`config.mk`:
```
export PLATFORM = sky130hd
export DESIGN_NAME = sic_program_loader
export DESIGN_NICKNAME = d
export VERILOG_FILES = /design/src/rtl/sic_loader_pkg.sv /design/src/rtl/sic_byte_packer.sv /design/src/rtl/sic_program_loader.sv
export SDC_FILE = /design/constraint.sdc
export NUM_CORES = 1
export LEC_CHECK = 0
export BUFFER_PORTS_ARGS = -buffer_cell sky130_fd_sc_hd__clkbuf_2
export CAP_MARGIN = 15
export CORE_ASPECT_RATIO = 1.75
export CORE_MARGIN = 2
export CORE_UTILIZATION = 35
export CTS_CLUSTER_DIAMETER = 40
export DETAILED_ROUTE_END_ITERATION = 6
export REMOVE_ABC_BUFFERS = 1
export SYNTH_ARGS = -nofsm -noshare
export SYNTH_HDL_FRONTEND = slang
export SYNTH_HIERARCHICAL = 1
export SYNTH_SLANG_ARGS = --single-unit
export TNS_END_PERCENT = 10
```
`constraint.sdc`:
```
create_clock -name clk -period 2.8 [get_ports clk]
set_input_delay 0.14 -clock clk [delete_from_list [all_inputs] [get_ports clk]]
set_output_delay 0.14 -clock clk [all_outputs]
set_load 0.02 [all_outputs]
```
`src/rtl/sic_loader_pkg.sv`:
```
// Shared types and constants for the SIC boot-time program loader.
package sic_loader_pkg;

    // Loader sequencing states, in stream order.
    typedef enum logic [2:0] {
        ADDR_HI = 3'd0,
        ADDR_LO = 3'd1,
        CNT_HI  = 3'd2,
        CNT_LO  = 3'd3,
        DATA    = 3'd4,
        WRITE   = 3'd5,
        DONE    = 3'd6
    } loader_state_t;

    // Header is base address (2 bytes) followed by word count (2 bytes).
    localparam int HDR_BYTES = 4;

    // Word count field width carried in the header.
    localparam int COUNT_WIDTH = 16;

endpackage

```
`src/rtl/sic_byte_packer.sv`:
```
// Big-endian byte-to-word assembler: shifts bytes in MSB first and flags the
// byte that completes a word. The completed word is presented combinationally
// alongside word_valid so the caller can capture it on the same edge.
module sic_byte_packer #(
    parameter int DATA_WIDTH = 24
) (
    input  logic                  clk,
    input  logic                  rst,
    input  logic                  clear,
    input  logic                  shift_en,
    input  logic [7:0]            byte_data,
    output logic                  word_valid,
    output logic [DATA_WIDTH-1:0] word_data
);

    localparam int BYTES_PER_WORD = DATA_WIDTH / 8;
    localparam int CNT_W          = (BYTES_PER_WORD > 1) ? $clog2(BYTES_PER_WORD) : 1;

    // Only the lower bytes need storage; the incoming byte completes the word.
    logic [DATA_WIDTH-9:0] shift_q;
    logic [CNT_W-1:0]      byte_cnt_q;

    assign word_data  = {shift_q, byte_data};
    assign word_valid = shift_en && (byte_cnt_q == CNT_W'(BYTES_PER_WORD - 1));

    // Shift accepted bytes in and count position within the current word.
    always_ff @(posedge clk or posedge rst) begin
        if (rst) begin
            shift_q    <= '0;
            byte_cnt_q <= '0;
        end else if (clear) begin
            shift_q    <= '0;
            byte_cnt_q <= '0;
        end else if (shift_en) begin
            shift_q <= word_data[DATA_WIDTH-9:0];
            if (word_valid) begin
                byte_cnt_q <= '0;
            end else begin
                byte_cnt_q <= byte_cnt_q + 1'b1;
            end
        end
    end

endmodule

```
`src/rtl/sic_program_loader.sv`:
```
// SIC boot loader: parses a big-endian header (base address, word count),
// assembles data bytes into words and writes them through a one-cycle write
// port, holding the CPU in reset until the image is complete.
//
// state   | meaning
// --------+-------------------------------------------------------------
// ADDR_HI | waiting for base address high byte (bit 15 dropped later)
// ADDR_LO | waiting for base address low byte; base latched here
// CNT_HI  | waiting for word count high byte
// CNT_LO  | waiting for word count low byte; zero count skips to DONE
// DATA    | collecting bytes of the current word
// WRITE   | single-cycle memory write strobe, input stalled
// DONE    | image loaded, CPU released, waiting for restart
module sic_program_loader
    import sic_loader_pkg::*;
#(
    parameter int ADDRESS_WIDTH = 15,
    parameter int DATA_WIDTH    = 24
) (
    input  logic                     clk,
    input  logic                     rst,
    input  logic                     in_valid,
    input  logic [7:0]               in_data,
    output logic                     in_ready,
    input  logic                     restart,
    output logic [ADDRESS_WIDTH-1:0] mem_address,
    output logic [DATA_WIDTH-1:0]    mem_write_data,
    output logic                     mem_write_enable,
    output logic                     cpu_hold,
    output logic [ADDRESS_WIDTH-1:0] start_address,
    output logic                     load_done,
    output logic                     wrap_error
);

    loader_state_t            state;
    logic [7:0]               addr_hi_q;
    logic [7:0]               cnt_hi_q;
    logic [ADDRESS_WIDTH-1:0] ptr_q;
    logic [COUNT_WIDTH-1:0]   remaining_q;

    logic                     transfer;
    logic                     packer_shift;
    logic                     packer_clear;
    logic                     word_valid;
    logic [DATA_WIDTH-1:0]    word_data;
    logic [ADDRESS_WIDTH-1:0] base_address;
    logic [COUNT_WIDTH-1:0]   word_count;
    logic                     restart_accepted;

    // Ready depends on state only, so in_valid never reaches in_ready.
    assign in_ready = (state != WRITE) && (state != DONE);
    assign transfer = in_valid && in_ready;

    assign packer_shift     = transfer && (state == DATA);
    assign restart_accepted = restart && (state == DONE);
    assign packer_clear     = restart_accepted;

    // Upper address bits beyond the memory width are discarded.
    assign base_address = ADDRESS_WIDTH'({addr_hi_q, in_data});
    assign word_count   = {cnt_hi_q, in_data};

    sic_byte_packer #(
        .DATA_WIDTH (DATA_WIDTH)
    ) u_packer (
        .clk        (clk),
        .rst        (rst),
        .clear      (packer_clear),
        .shift_en   (packer_shift),
        .byte_data  (in_data),
        .word_valid (word_valid),
        .word_data  (word_data)
    );

    // Loader sequencer with registered memory, hold and status outputs.
    always_ff @(posedge clk or posedge rst) begin
        if (rst) begin
            state            <= ADDR_HI;
            addr_hi_q        <= '0;
            cnt_hi_q         <= '0;
            ptr_q            <= '0;
            remaining_q      <= '0;
            mem_address      <= '0;
            mem_write_data   <= '0;
            mem_write_enable <= 1'b0;
            cpu_hold         <= 1'b1;
            start_address    <= '0;
            load_done        <= 1'b0;
            wrap_error       <= 1'b0;
        end else begin
            case (state)
                ADDR_HI: begin
                    if (transfer) begin
                        addr_hi_q <= in_data;
                        state     <= ADDR_LO;
                    end
                end
                ADDR_LO: begin
                    if (transfer) begin
                        ptr_q         <= base_address;
                        start_address <= base_address;
                        state         <= CNT_HI;
                    end
                end
                CNT_HI: begin
                    if (transfer) begin
                        cnt_hi_q <= in_data;
                        state    <= CNT_LO;
                    end
                end
                CNT_LO: begin
                    if (transfer) begin
                        remaining_q <= word_count;
                        if (word_count == '0) begin
                            state     <= DONE;
                            cpu_hold  <= 1'b0;
                            load_done <= 1'b1;
                        end else begin
                            state <= DATA;
                        end
                    end
                end
                DATA: begin
                    if (word_valid) begin
                        mem_write_enable <= 1'b1;
                        mem_address      <= ptr_q;
                        mem_write_data   <= word_data;
                        state            <= WRITE;
                    end
                end
                WRITE: begin
                    mem_write_enable <= 1'b0;
                    ptr_q            <= ptr_q + 1'b1;
                    remaining_q      <= remaining_q - 1'b1;
                    // Wrapping only matters if another word will land at 0.
                    if ((ptr_q == '1) && (remaining_q != COUNT_WIDTH'(1))) begin
                        wrap_error <= 1'b1;
                    end
                    if (remaining_q == COUNT_WIDTH'(1)) begin
                        state     <= DONE;
                        cpu_hold  <= 1'b0;
                        load_done <= 1'b1;
                    end else begin
                        state <= DATA;
                    end
                end
                DONE: begin
                    if (restart_accepted) begin
                        state      <= ADDR_HI;
                        cpu_hold   <= 1'b1;
                        load_done  <= 1'b0;
                        wrap_error <= 1'b0;
                    end
                end
                default: begin
                    state <= ADDR_HI;
                end
            endcase
        end
    end

endmodule

```
Word level (Yosys, flattened, before mapping)
Index checks and enable logic that the tools add are counted.
{ "classes": {"add_sub_neg": 3, "multipliers": 0, "div": 0, "magnitude_cmp": 0, "eq_ne": 21, "n_shift": 0, "n_mux": 32, "bitwise": 0, "n_reduce_logical": 24} }
{ "op_table": {"columns": ["op", "n"], "rows": [
  ["2-to-1 mux 16 bit", 3],
  ["one-hot mux 16 bit (2 select lines)", 1],
  ["one-hot mux 15 bit (2 select lines)", 1],
  ["one-hot mux 3 bit (7 select lines)", 1],
  ["2-to-1 mux 3 bit", 6],
  ["equality test 16 x 1 -> 1 bit, second input constant", 1],
  ["zero test 16 bit", 1],
  ["!= test 16 x 1 -> 1 bit, second input constant", 1],
  ["!= test 2 bit, second input constant", 8],
  ["subtractor 16 x 1 -> 16 bit, second input constant", 1],
  ["adder 15 x 1 -> 15 bit, second input constant", 1],
  ["equality test 15 bit, second input constant", 1],
  ["2-to-1 mux 15 bit", 1],
  ["AND reduction 2 bit", 7],
  ["2-to-1 mux 1 bit", 10],
  ["2-to-1 mux 2 bit", 5],
  ["nonzero test 2 bit", 5],
  ["equality test 3 bit, second input constant", 3],
  ["equality test 3 x 2 -> 1 bit, second input constant", 2],
  ["logical AND 1 bit", 6],
  ["!= test 3 bit, second input constant", 2],
  ["one-hot mux 1 bit (3 select lines)", 2],
  ["AND reduction 6 bit", 1],
  ["AND reduction 5 bit", 1],
  ["other kinds (8)", 9]
]} }
{ "word_totals": {"register_bits": 125, "latch_bits": 0, "ramBits": 0, "romBits": 0, "in_bits": 12, "out_inout_bits": 59, "n_memories": 0} }

Depth between registers and ports, before layout
{ "logic_depth": {"word_depth": 8, "ltp_mapped": 10, "depth_no_buf": 7} }

By module
The synthesis kept the hierarchy.
{ "by_module_without_submodules": {"columns": ["mod", "n_inst", "cells_per_inst", "area_each_um2"], "rows": [
  ["sic_program_loader", 1, 429, 4828.4],
  ["sic_byte_packer", 1, 71, 805.8]
]} }

Worst setup path after synthesis
OpenSTA, ideal clock, no wires.
{ "synth_timing": {"path_type": "flip-flop to flip-flop", "start": "reg state[0]", "end": "reg mem_address[0]", "arrival_ps": 2036, "path_slack_ps": 639, "path_stages_with_launch": 9, "cell_sequence": "dfrtp_1 nand2b_1 nor2_1 buf_4 nand2_1 nor2_1 nor3b_1 buf_2 mux2_2"} }
{ "synth_via": {"elab_chain_cells": 6, "word_cells_on_any_way": 8, "cone_classes": "eq/ne (3); reduce/logical (5)"} }
{ "synth_lines": {"columns": ["item", "line_no", "rtl"], "rows": [
  ["start: declaration", "sic_program_loader.sv:35", "loader_state_t state;"],
  ["start signal: assignment", "sic_program_loader.sv:77", "state <= ADDR_HI;"],
  ["start signal: assignment", "sic_program_loader.sv:94", "state <= ADDR_LO;"],
  ["start signal: assignment", "sic_program_loader.sv:101", "state <= CNT_HI;"],
  ["!= test 3 bit", "sic_program_loader.sv:51", "assign in_ready = (state != WRITE) && (state != DONE);"],
  ["logical AND 1 bit", "sic_program_loader.sv:51", null],
  ["logical AND 1 bit", "sic_program_loader.sv:52", "assign transfer = in_valid && in_ready;"],
  ["logical AND 1 bit (*)", "sic_program_loader.sv:54", "assign packer_shift = transfer && (state == DATA);"],
  ["via packer_shift", "sic_program_loader.sv:42", "logic packer_shift;"],
  ["logical AND 1 bit (*)", "sic_byte_packer.sv:24", "assign word_valid = shift_en && (byte_cnt_q == CNT_W'(BYTES_PER_WORD - 1));"],
  ["via word_valid", "sic_program_loader.sv:44", "logic word_valid;"],
  ["AND reduction 2 bit (no source line) (*)", null, null],
  ["end signal: assignment", "sic_program_loader.sv:125", "mem_address <= ptr_q;"],
  ["end: declaration", "sic_program_loader.sv:26", "output logic [ADDRESS_WIDTH-1:0] mem_address,"]
]} }
Mark *: on every way through the listed nets, which the timed path passes. The rest lies on a longest branch.
A chain may end at the register's enable or synchronous reset.

Final worst setup path
{ "layout_timing": {"start": "reg state[0]", "end": "reg ptr_q[11]"} }
{ "layout_via": {"elab_chain_cells": 5, "word_cells_on_any_way": 10, "cone_classes": "eq/ne (5); mux (1); reduce/logical (4)"} }
{ "layout_lines": {"columns": ["item", "line_no", "rtl"], "rows": [
  ["!= test 3 bit", "sic_program_loader.sv:51", null],
  ["logical AND 1 bit", "sic_program_loader.sv:51", null],
  ["logical AND 1 bit", "sic_program_loader.sv:52", null],
  ["!= test 2 bit (no source line)", null, null],
  ["AND reduction 2 bit (no source line)", null, null],
  ["end signal: assignment", "sic_program_loader.sv:99", "ptr_q <= base_address;"],
  ["end signal: assignment", "sic_program_loader.sv:132", "ptr_q <= ptr_q + 1'b1;"],
  ["end: declaration", "sic_program_loader.sv:38", "logic [ADDRESS_WIDTH-1:0] ptr_q;"]
]} }
Parallel ways exist; a longest one is shown, timed or not.

==> reports/metrics.yaml <==
status: "complete, no violations"
routed_wirelength_um: 13500
postSynthAreaPerCell_um2: 11.3
report.power.total_w: 0.00693
cts.clk_slew.worst_paths_ps: 60
asyncSetResetFlopFracSynth: 1.00
synth_simple_gate_area_share: 0.166
report.final.setup_viol: 0
place_congestion: 0.804
ff2ff_path_depth: 4
die_area_um2: 17200
timing.slew.headroom: 0.467
setup_tns_ps: 0
cp_data_arrival_time_ps: 2650
intPower_w: 0.00447
width_of_the_chip_um: 99.9
synth_compound_area_frac: 0.0875
synth.mux.area_fraction: 0.140
antenna_found_initial: 0
cts_inserted_buffers: 17
timing.final.max_slew_violations: 0
core_region_area_um2: 15800
post-synth-top-count-cell: "dfrtp_1"
seqPwrFrac: 0.435
cells_on_worst_hold_path: 4
ctsResizeCount: 0
fill_cells: 1460
grt.total_usage: 0.167
netlist_instances: 500
rr_endpoint: "ptr_q[11]"
yosys_warnings: 6
crit_path_start_kind: "register"
synth-edff-count: 0
cts_tree: "yes"
worst_slack_ps: 502
synth_top_family_by_area: "simple AND/OR/NAND/NOR gates"
total_switching_power_w: 0.00245
multiInputGateArea_um2: 2290
synth-seq-area-share: 0.555
r2r-start: "state[0]"
fmax_mhz: 435
synth_top_area_frac: 0.551
drtIter0Drc: 237
routedWlPerCell_um: 17.6
vdd_ir_drop_max_uv: 492
combPwrFrac: 0.245
synth_top_area_cell: "dfrtp_1"
die_height_um: 172
post-cts-setup-buffers: 0
maximum_number_of_pins_on_one_net_before_global_route_repair: 64
switching_share: 0.354
regToRegSetupSlack_ps: 500
floorplan.initialDensity: 0.357
numClockSinks: 125
io_buffer_count: 70
final_antenna_net_count: 0
detail_route.drc_violations: 0
area_growth_pct: 19.8
detailed_place_hpwl_um: 9270
preCtsSetupSlack_ps: 533
actual_slew_at_the_worst_max_slew_pin_ps: 799
clock_tree_skew_after_final_layout_ps: 10.3
final_nets: 580
hold_violations: 0
avgViaCountPerCell: 5.29
grt_setup_unrepaired: "no"
finalWorstPathRequiredPeriod_ps: 2300
grt_first_pass_wirelength_um: 22100
holdCritPathClass: "input pin to register"
clk_root_buffer_cell: "clkbuf_16"
final_util: 0.427
yosys_register_bits: 125
synth-main-ff-cell: "dfrtp_1"
cts-root-to-sink-buffers: 2
sequential_cell_area_um2: 3130
synth_top_cells_by_area: "dfrtp_1, mux2_2, nand2_1"
finalCritPeriodShare: 0.821
cp_max_fo: 15
cap_violations: 0
worst_ep_required_time_ps: 3160
fp-row-count: 61
num_io_pins: 71
power_density_nw_per_um2: 1030
cellLeakagePower_nw: 3.22
p_clk_frac: 0.320
ys_top_cells_by_count: "dfrtp_1, nand2_1, mux2_2"
dr.pass1.iters: 4
antenna_cells: 0
synth.distinct_cells: 56
critical_path.endpoint_type: "register"
worst_hold_slack_ps: 106
vias: 4058
synth-xor-area-share: 0.00311
clk-insertion-delay-late_ps: 420
synth-adder-area-share: 0.00666
timing.hold.worst_endpoint: "state[2]"
fraction_of_layout_instances_using_a_drive_strength_above_1: 0.310
hold_start: "restart"
setup.worst_path.class: "register to register"
htreeDepth: 4
number_of_global_route_vias_before_repair: 4149
syn_area_um2: 5630
grt.overflow.total: 0
worst max-delay path: stages, from the launching register on:
cell and delay (ps):
dfrtp_1 700, nand3b_4 320, or4b_1 740, or3_1 400
nand3_1 80
per-layer routing:
metal  vias to the layer above  global-route usage  part of all wire
met4                         0              0.0822             0.026
met2                        93               0.285              0.53
met3                        24              0.0354             0.033
met5                         -                   0                 0
met1                      2029               0.199              0.41
li1                       1912                   -                 -
area by class of cell:
class                   count  area share
flip-flops and latches    125       0.464
multi-input cells         329       0.339
repair buffers             79      0.0660
clock buffers              18      0.0651
well taps                 189      0.0350
clock inverters            14      0.0237
inverters                  13     0.00760
power groups by stage:
stage | Clock, W | Sequential [W] | Combinational [W]
6_report | 0.00222 | 0.00301 | 0.00169
5_1_grt | 0.00236 | 0.00311 | 0.00191
4_1_cts | 0.00226 | 0.00301 | 0.00172
3_5_place_dp | 0 | 0.00304 | 0.00170
3_3_place_gp | 0 | 0.00301 | 0.00165
2_1_floorplan | 0 | 0.00301 | 0.00108
cells in the final DEF, fill, tap and decap left out, types with 4 or more instances in the layout:
cell type,count
mux2_2,54
mux2i_1,18
dfrtp_1,124
o21ai_0,16
o211ai_1,7
clkbuf_16,17
a31oi_1,6
nor2_1,37
or4_1,5
a311oi_1,6
clkinvlp_4,4
clkbuf_2,70
clkinv_4,5
nand3_1,13
nand2b_1,6
o311ai_0,7
a21oi_1,10
buf_4,6
and3_1,6
nand2_1,73
a211oi_1,6
inv_1,12
nor3_1,8
registers in the layout, indices dropped and copies added (netlist names):
register / flops
mem_write_data: 24
remaining_q: 16
u_packer/shift_q: 16
mem_address: 15
ptr_q: 15
start_address: 15
cnt_hi_q: 8
addr_hi_q: 7
state: 3
u_packer/byte_cnt_q: 2
cpu_hold: 1
load_done: 1
mem_write_enable: 1
wrap_error: 1
what timing repair did:
action	in CTS	in global routing
setup endpoints to repair	0	0
endpoints found under the hold margin	79	0
hold buffers	1	0
logic make-up (layout without fill, tap and decap cells):
logic type               count (synthesis)  after routing
adder cells (fa/ha/maj)                  3              3
XOR/XNOR                                 2              2
AO/OA/AOI/OAI                           71             71
multiplexers                            72             72
flip-flops                             125            125
buffers and inverters                   46            124
AND/OR/NAND/NOR                        181            181
worst max path at each step:
stage / start / end
global placement: state[0] / ptr_q[11]
floorplan: state[0] / mem_address[0]
finish: state[0] / ptr_q[11]
detailed placement: state[0] / ptr_q[11]
CTS: state[0] / ptr_q[11]
global route: state[0] / ptr_q[11]
metrics by stage:
step | area (µm²) | instances
2_1_floorplan | 5450 | 467
3_3_place_gp | 6140 | 734
3_5_place_dp | 6140 | 734
4_1_cts | 6750 | 767
5_1_grt | 6750 | 767
6_report | 6750 | 767
Power figures use the tool's default switching activity.
